<file path="config.mk">
export PLATFORM = sky130hd
export DESIGN_NAME = stack_frame_sequencer_flat
export DESIGN_NICKNAME = d
export VERILOG_FILES = /design/src/rtl/stack_defs.sv /design/src/rtl/stack_frame_sequencer_if.sv /design/src/rtl/stack_pointer_unit.sv /design/src/rtl/stack_frame_sequencer.sv /design/src/flat_wrapper.sv
export SDC_FILE = /design/constraint.sdc
export NUM_CORES = 1
export LEC_CHECK = 0
export ABC_AREA = 1
export ABC_CLOCK_PERIOD_IN_PS = 2900
export CORE_UTILIZATION = 45
export CTS_CLUSTER_SIZE = 12
export DETAILED_ROUTE_END_ITERATION = 8
export PLACE_DENSITY = 0.73
export SYNTH_ARGS = -nofsm -noshare
export SYNTH_HDL_FRONTEND = slang
export SYNTH_SLANG_ARGS = --single-unit
</file>
<file path="constraint.sdc">
create_clock -name clk -period 2.9 [get_ports clk]
set_input_delay 0.58 -clock clk [delete_from_list [all_inputs] [get_ports clk]]
set_output_delay 0.58 -clock clk [all_outputs]
set_load 0.005 [all_outputs]
</file>
<file path="src/rtl/stack_defs.sv">
// Shared definitions for the stack frame sequencer: opcodes, FSM states,
// and per-opcode frame shape.
package stack_defs;

  typedef enum logic [2:0] {
    OP_NONE = 3'd0,
    OP_PUSH = 3'd1,
    OP_POP  = 3'd2,
    OP_CALL = 3'd3,
    OP_RET  = 3'd4,
    OP_INT  = 3'd5,
    OP_RTI  = 3'd6,
    OP_RSVD = 3'd7
  } op_e;

  typedef enum logic [2:0] {
    S_IDLE,
    S_PUSH,
    S_POP,
    S_CAPT,
    S_ERR,
    S_FIN
  } state_e;

  // Zero words marks an opcode that is never accepted.
  function automatic logic [1:0] frame_words(op_e op);
    case (op)
      OP_PUSH, OP_POP: return 2'd1;
      OP_CALL, OP_RET: return 2'd2;
      OP_INT,  OP_RTI: return 2'd3;
      default:         return 2'd0;
    endcase
  endfunction

  function automatic logic is_push(op_e op);
    return (op == OP_PUSH) || (op == OP_CALL) || (op == OP_INT);
  endfunction

endpackage

</file>
<file path="src/rtl/stack_frame_sequencer_if.sv">
// Single-port data-memory bus driven by the stack frame sequencer.
interface stack_frame_sequencer_if;
  logic [15:0] mem_addr;
  logic        mem_read;
  logic        mem_write;
  logic [15:0] mem_wdata;
  logic [15:0] mem_rdata;

  modport master (output mem_addr, mem_read, mem_write, mem_wdata, input mem_rdata);
  modport slave  (input mem_addr, mem_read, mem_write, mem_wdata, output mem_rdata);
endinterface

</file>
<file path="src/rtl/stack_pointer_unit.sv">
// Stack pointer register with increment/decrement and bounds checks for an
// N-word push or pop starting from the current SP.
module stack_pointer_unit #(
  parameter logic [15:0] SP_INIT   = 16'h07FF,
  parameter logic [15:0] STACK_MIN = 16'h0400
) (
  input  logic        clk,
  input  logic        reset,
  input  logic        inc,
  input  logic        dec,
  input  logic [1:0]  n,
  output logic [15:0] sp,
  output logic        can_push,
  output logic        can_pop
);

  // NOTE: sequential state is assigned with <= so every register samples the
  // pre-edge values of its neighbours, matching the hardware.
  always_ff @(posedge clk) begin
    if (reset)    sp <= SP_INIT;
    else if (inc) sp <= sp + 16'd1;
    else if (dec) sp <= sp - 16'd1;
  end

  // 17-bit compares keep STACK_MIN+N-1 and SP+N from wrapping.
  assign can_push = {1'b0, sp} >= ({1'b0, STACK_MIN} + {15'b0, n} - 17'd1);
  assign can_pop  = ({1'b0, sp} + {15'b0, n}) <= {1'b0, SP_INIT};

endmodule

</file>
<file path="src/rtl/stack_frame_sequencer.sv">
// Sequences PUSH/POP/CALL/RET/INT/RTI frames as single-word accesses on the
// data-memory port, maintaining SP and stalling the pipeline while busy.
module stack_frame_sequencer
  import stack_defs::*;
#(
  parameter int          DATA_W    = 16,
  parameter logic [15:0] SP_INIT   = 16'h07FF,
  parameter logic [15:0] STACK_MIN = 16'h0400
) (
  input  logic                  clk,
  input  logic                  reset,
  input  logic                  op_valid,
  input  logic [2:0]            op_code,
  output logic                  op_ready,
  input  logic [31:0]           pc_in,
  input  logic [2:0]            flags_in,
  input  logic [DATA_W-1:0]     data_in,
  stack_frame_sequencer_if.master mem,
  output logic                  busy,
  output logic                  done,
  output logic                  stack_err,
  output logic [DATA_W-1:0]     pop_data,
  output logic [31:0]           pc_out,
  output logic                  pc_load,
  output logic [2:0]            flags_out,
  output logic                  flags_load,
  output logic [15:0]           sp_out
);

  state_e            state, state_n;
  op_e               op_in, op_q;
  logic [1:0]        cnt, n_in;
  logic              rd_q, accept, legal, can_push, can_pop;
  logic [15:0]       sp;
  logic [DATA_W-1:0] wbuf [3];
  logic [DATA_W-1:0] cap  [3];

  assign op_in  = op_e'(op_code);
  assign n_in   = frame_words(op_in);
  assign accept = op_valid && op_ready && (n_in != 2'd0);
  assign legal  = is_push(op_in) ? can_push : can_pop;

  stack_pointer_unit #(.SP_INIT(SP_INIT), .STACK_MIN(STACK_MIN)) u_sp (
    .clk      (clk),
    .reset    (reset),
    .inc      (state == S_POP),
    .dec      (state == S_PUSH),
    .n        (n_in),
    .sp       (sp),
    .can_push (can_push),
    .can_pop  (can_pop)
  );

  always_ff @(posedge clk) begin
    if (reset) begin
      state <= S_IDLE;
      op_q  <= OP_NONE;
      cnt   <= 2'd0;
      rd_q  <= 1'b0;
      for (int i = 0; i < 3; i++) begin
        wbuf[i] <= '0;
        cap[i]  <= '0;
      end
    end else begin
      state <= state_n;
      rd_q  <= (state == S_POP);
      if (accept) begin
        op_q <= op_in;
        cnt  <= n_in;
        case (op_in)
          OP_PUSH: wbuf[0] <= data_in;
          OP_CALL: begin
            wbuf[0] <= pc_in[31:16];
            wbuf[1] <= pc_in[15:0];
          end
          OP_INT: begin
            wbuf[0] <= {13'b0, flags_in};
            wbuf[1] <= pc_in[31:16];
            wbuf[2] <= pc_in[15:0];
          end
          default: ;
        endcase
      end else if (state == S_PUSH || state == S_POP) begin
        cnt <= cnt - 2'd1;
      end
      // Write buffer drains from slot 0; one word per write cycle.
      if (state == S_PUSH) begin
        wbuf[0] <= wbuf[1];
        wbuf[1] <= wbuf[2];
        wbuf[2] <= '0;
      end
      // Read data arrives the cycle after each read and enters at the top.
      if (rd_q) begin
        cap[2] <= mem.mem_rdata;
        cap[1] <= cap[2];
        cap[0] <= cap[1];
      end
    end
  end

  // NOTE: every signal gets its default before the case, so no path leaves it
  // unassigned and no latch is inferred.
  always_comb begin
    state_n = state;
    case (state)
      S_IDLE: if (accept) state_n = !legal ? S_ERR : (is_push(op_in) ? S_PUSH : S_POP);
      S_PUSH: if (cnt == 2'd1) state_n = S_FIN;
      S_POP:  if (cnt == 2'd1) state_n = S_CAPT;
      S_CAPT: state_n = S_FIN;
      S_FIN:  state_n = S_IDLE;
      S_ERR:  state_n = S_IDLE;
      default: state_n = S_IDLE;
    endcase
  end

  always_comb begin
    mem.mem_write = (state == S_PUSH);
    mem.mem_read  = (state == S_POP);
    mem.mem_addr  = '0;
    mem.mem_wdata = '0;
    pop_data      = '0;
    pc_out        = '0;
    flags_out     = '0;
    if (state == S_PUSH) begin
      mem.mem_addr  = sp;
      mem.mem_wdata = wbuf[0];
    end else if (state == S_POP) begin
      mem.mem_addr  = sp + 16'd1;
    end
    if (state == S_FIN) begin
      if (op_q == OP_POP) pop_data = cap[2];
      if (op_q == OP_RET) pc_out = {cap[2], cap[1]};
      if (op_q == OP_RTI) begin
        pc_out    = {cap[1], cap[0]};
        flags_out = cap[2][2:0];
      end
    end
  end

  assign op_ready   = (state == S_IDLE);
  assign busy       = ~op_ready;
  assign done       = (state == S_FIN) || (state == S_ERR);
  assign stack_err  = (state == S_ERR);
  assign pc_load    = (state == S_FIN) && (op_q == OP_RET || op_q == OP_RTI);
  assign flags_load = (state == S_FIN) && (op_q == OP_RTI);
  assign sp_out     = sp;

endmodule

</file>
<file path="src/flat_wrapper.sv">
// flat-port wrapper written by rule: the top's interface ports become plain ports
module stack_frame_sequencer_flat import stack_defs::*;
#(
  parameter int          DATA_W    = 16,
  parameter logic [15:0] SP_INIT   = 16'h07FF,
  parameter logic [15:0] STACK_MIN = 16'h0400
)
  (clk, reset, op_valid, op_code, op_ready, pc_in, flags_in, data_in, busy, done, stack_err, pop_data, pc_out, pc_load, flags_out, flags_load, sp_out, mem_mem_addr, mem_mem_read, mem_mem_write, mem_mem_wdata, mem_mem_rdata);
  stack_frame_sequencer_if mem_i ();
  input  logic clk;
  input  logic reset;
  input  logic op_valid;
  input  logic [2:0] op_code;
  output logic op_ready;
  input  logic [31:0] pc_in;
  input  logic [2:0] flags_in;
  input  logic [DATA_W-1:0] data_in;
  output logic busy;
  output logic done;
  output logic stack_err;
  output logic [DATA_W-1:0] pop_data;
  output logic [31:0] pc_out;
  output logic pc_load;
  output logic [2:0] flags_out;
  output logic flags_load;
  output logic [15:0] sp_out;
  output wire logic [$bits(mem_i.mem_addr)-1:0] mem_mem_addr;
  output wire logic [$bits(mem_i.mem_read)-1:0] mem_mem_read;
  output wire logic [$bits(mem_i.mem_write)-1:0] mem_mem_write;
  output wire logic [$bits(mem_i.mem_wdata)-1:0] mem_mem_wdata;
  input wire logic [$bits(mem_i.mem_rdata)-1:0] mem_mem_rdata;
  assign mem_mem_addr = mem_i.mem_addr;
  assign mem_mem_read = mem_i.mem_read;
  assign mem_mem_write = mem_i.mem_write;
  assign mem_mem_wdata = mem_i.mem_wdata;
  assign mem_i.mem_rdata = mem_mem_rdata;
  stack_frame_sequencer #(.DATA_W(DATA_W), .SP_INIT(SP_INIT), .STACK_MIN(STACK_MIN)) u_core (.clk(clk), .reset(reset), .op_valid(op_valid), .op_code(op_code), .op_ready(op_ready), .pc_in(pc_in), .flags_in(flags_in), .data_in(data_in), .mem(mem_i), .busy(busy), .done(done), .stack_err(stack_err), .pop_data(pop_data), .pc_out(pc_out), .pc_load(pc_load), .flags_out(flags_out), .flags_load(flags_load), .sp_out(sp_out));
endmodule
</file>
==> summary.md <==
| Metric | Value |
|---|---|
| First-pass GRT wire length | 31.3 mm |
| DIE AREA | 16500 um^2 |
| Cells after Synth | 921 |
| Setup TNS | 0 ns |
| Reg2reg end | u_core.u_sp.sp[12] |
| CTS Buf Count | 17 |
| Status | finished, final reports clean |
| Starting Density | 46.7% |
| Crit-path max FO | 6 |
| Tcrit/Tclk final | 95.7% |
| Psw | 2.75 mW |
| Top FF cell, synth | edfxtp_1 |
| Count leader, synth | nor2_1 |
| Total routed wirelength | 20.0 mm |
| Worst slew margin | 27.5% |
| Largest net degree at the start of global routing | 49 |
| Ys Warns | 0 |
| Vias in the first global route | 6425 |
| CTS clk-pin slew, worst paths | 0.06 ns |
| Critical Path Start Type | register |
| R2r setup slk | 0.86 ns |
| Worst ir drop on vdd | 0.502 mV |
| Worst setup margin | 0.124 ns |
| Clk network pwr share | 29.3% |
| Req. time, crit path | 2.32 ns |
| WL/cell | 14.7 um |
| Internal Power | 5.04 mW |
| Overflow after GRT | 0 |
| Max clock buf depth | 2 |
| Netlist cell types | 41 |
| Clock latency on the worst-skew pair | 0.41 ns |
| Reg power frac | 31.3% |
| Area grow syn2layout | 43.6% |
| Fin. Hold Viols | 0 |
| Critical Path AT | 2.20 ns |
| Fin util | 67.0% |
| DPL Wire Length | 14.1 mm |
| Layout cell share with drive strength beyond 1 | 12.1% |
| Worst hold slack | 0.478 ns |
| CTS root buf | clkbuf_16 |
| Hold Path Cell Cnt | 2 |
| Critical path type | reg2out |
| DR vias/cell | 5.24 |
| Area of the multi-input gates | 3120 um^2 |
| Synthesized area | 7200 um^2 |
| Reg area | 3400 um^2 |
| Syn nets | 1012 |
| Worst-margin pin slew | 1.09 ns |
| Max Cap Viol | 0 |
| # H-tree levels | 4 |
| RSZ-0062 raised after global routing | true |
| Gpl congestion | 0.911 |
| IO Count | 180 |
| Chip Width | 128 um |
| R2R Path Start | u_core.u_sp.sp[0] |
| Final setup fails | 0 |
| Number of DRC markers in iteration 0 | 604 |
| Power share of the combinational group | 39.5% |
| Site Rows | 45 |
| Hold-fix buffers, CTS | 0 |
| Synth top area share | 40.0% |
| Port Buffers | 179 |
| DP Worst Slack | -0.344 ns |
| CTS tree | done |
| Overall Global Routing Usage | 24.3% |
| Drt pass-1 iters | 6 |
| Yosys top cell by area | edfxtp_1 |
| Post-synth EDFFs | 96 |
| Syn Area/Cell | 7.82 um^2 |
| Pwr Density | 754 nW/um^2 |
| Minimum clock period | 2.78 ns |
| Initial antenna violation count | 0 |
| Nets | 1221 |
| Path type of the worst min-delay path | reg2reg |
| Most common library cells after synthesis | 155 x nor2_1, 144 x inv_1, 118 x nand2_1, 96 x edfxtp_1, 82 x o21ai_0 |
| Worst Hold End | u_core.op_q[0] |
| FF+latch count, synth | 121 |
| Critical path capture point type | output port |
| Post-route DRC | 0 |
| Clk_skew | 0.00767 ns |
| Register area share after synthesis | 47.0% |
| Area contributors post-synth | edfxtp_1 40%, nor2_1 8.1%, inv_1 7.5% |
| Hold Startpoint | u_core.op_q[0] |
| Final slew viol count | 0 |
| Leak Pwr | 4.65 nW |
| Routed vias | 7096 |
| Antenna diodes | 0 |
| Asr flop ratio synth | 0% |
| Remaining antenna violation count after routing | 0 |
| R2R cell count | 13 |
| Switch share | 35.3% |
| DIE HEIGHT | 128 um |
| Fmax | 360 MHz |
| Core Region | 15400 um^2 |
| Clock sink count | 121 |
| Fill cells | 1323 |
-- cell usage in the layout (no fill, tap or decap), drive strengths merged --
| cell | instances |
|---|---|
| clkinvlp | 5 |
| o21ai | 112 |
| clkdlybuf4s50 | 155 |
| dlymetal6s2s | 16 |
| or2 | 2 |
| dlygate4sd2 | 8 |
| o2111ai | 2 |
| a31oi | 1 |
| inv | 149 |
| o22ai | 5 |
| xor2 | 3 |
| edfxtp | 96 |
| o221ai | 1 |
| nand3 | 66 |
| o211ai | 16 |
| dfxtp | 25 |
| nor3 | 22 |
| nand2 | 120 |
| clkinv | 7 |
| nand3b | 1 |
| fa | 1 |
| a21oi | 41 |
| nand4 | 7 |
| buf | 59 |
| bufinv | 5 |
| nor4 | 2 |
| ha | 17 |
| o21bai | 1 |
| a211oi | 3 |
| o32ai | 16 |
| nor2 | 159 |
| clkbuf | 19 |
| a21o | 1 |
-- worst max path at each step --
| stage | from | end | slack [ns] | cells after the start |
|---|---|---|---|---|
| after detailed placement | op_code[0] | u_core.wbuf[0][1] | -0.34 | 13 |
| after CTS | u_core.state[0] | pc_out[12] | 0.005 | 9 |
| after global routing | op_code[0] | u_core.state[0] | -0.09 | 17 |
| after global placement | op_code[0] | u_core.state[0] | -0.22 | 21 |
| after floorplan | op_code[0] | u_core.wbuf[0][0] | 0.009 | 14 |
| final | u_core.u_sp.sp[10] | mem_mem_addr[13] | 0.12 | 7 |
-- per-stage QoR --
step                total power [mW]  area [um^2]  std cells
global placement                5.30         9480       1313
finish                          7.79        10300       1354
floorplan                       4.03         7210        921
detailed placement              5.35         9480       1313
global route                    8.25        10300       1354
CTS                             7.69        10200       1345
-- cell type report --
type / count / area share (%)
Clock buffer: 19 / 4.19
Clock inverter: 13 / 1.94
Inverter: 151 / 5.63
Multi-Input combinational cell: 599 / 30.2
Sequential cell: 121 / 32.9
Tap cell: 211 / 2.55
Timing Repair Buffer: 238 / 22.4
Timing Repair inverter: 2 / 0.133
-- repair_timing --
item / 4_1_cts / 5_1_grt
buffers inserted: 0 / 7
pin swaps: 0 / 3
resized for setup: 26 / 46
gates cloned: 0 / 2
setup endpoints to repair: 45 / 72
-- registers in the layout (all words and copies together) (netlist names) --
name            flops
u_core.cap         48
u_core.wbuf        48
u_core.u_sp.sp     16
u_core.op_q         3
u_core.state        3
u_core.cnt          2
u_core.rd_q         1
-- worst max-delay path: stages (launching register included) --
cell and delay [ns]:
dfxtp_2 0.40, nand2_1 0.08, nor2_2 0.19, nand4_1 0.18, or2_2 0.30, nand3_1 0.08, o21ai_0 0.10, clkdlybuf4s50_1 0.46
-- logic make-up after synthesis --
family	synth area share (%)
simple gates	22.7
flops	47.0
buf+inv	11.0
compound gates	15.7
xor+xnor	0.365
fa+ha+maj	3.23
-- per-layer routing --
layer / up-vias / GRT usage [%] / part of all wire (%)
met1: 3263 / 33.2 / 44
met3: 16 / 5.24 / 8.3
met4: 0 / 6.64 / 0.83
met2: 324 / 39.0 / 47
li1: 3493 / - / -
met5: - / 0 / 0
-- power groups by stage --
stage | combinational (mW) | clock, mW | sequential [mW]
finish | 3.08 | 2.28 | 2.44
global route | 3.40 | 2.38 | 2.47
CTS | 2.97 | 2.30 | 2.42
detailed placement | 2.90 | 0 | 2.44
global placement | 2.87 | 0 | 2.43
floorplan | 1.64 | 0 | 2.39
Note: power is estimated with default switching activity, not from simulation.
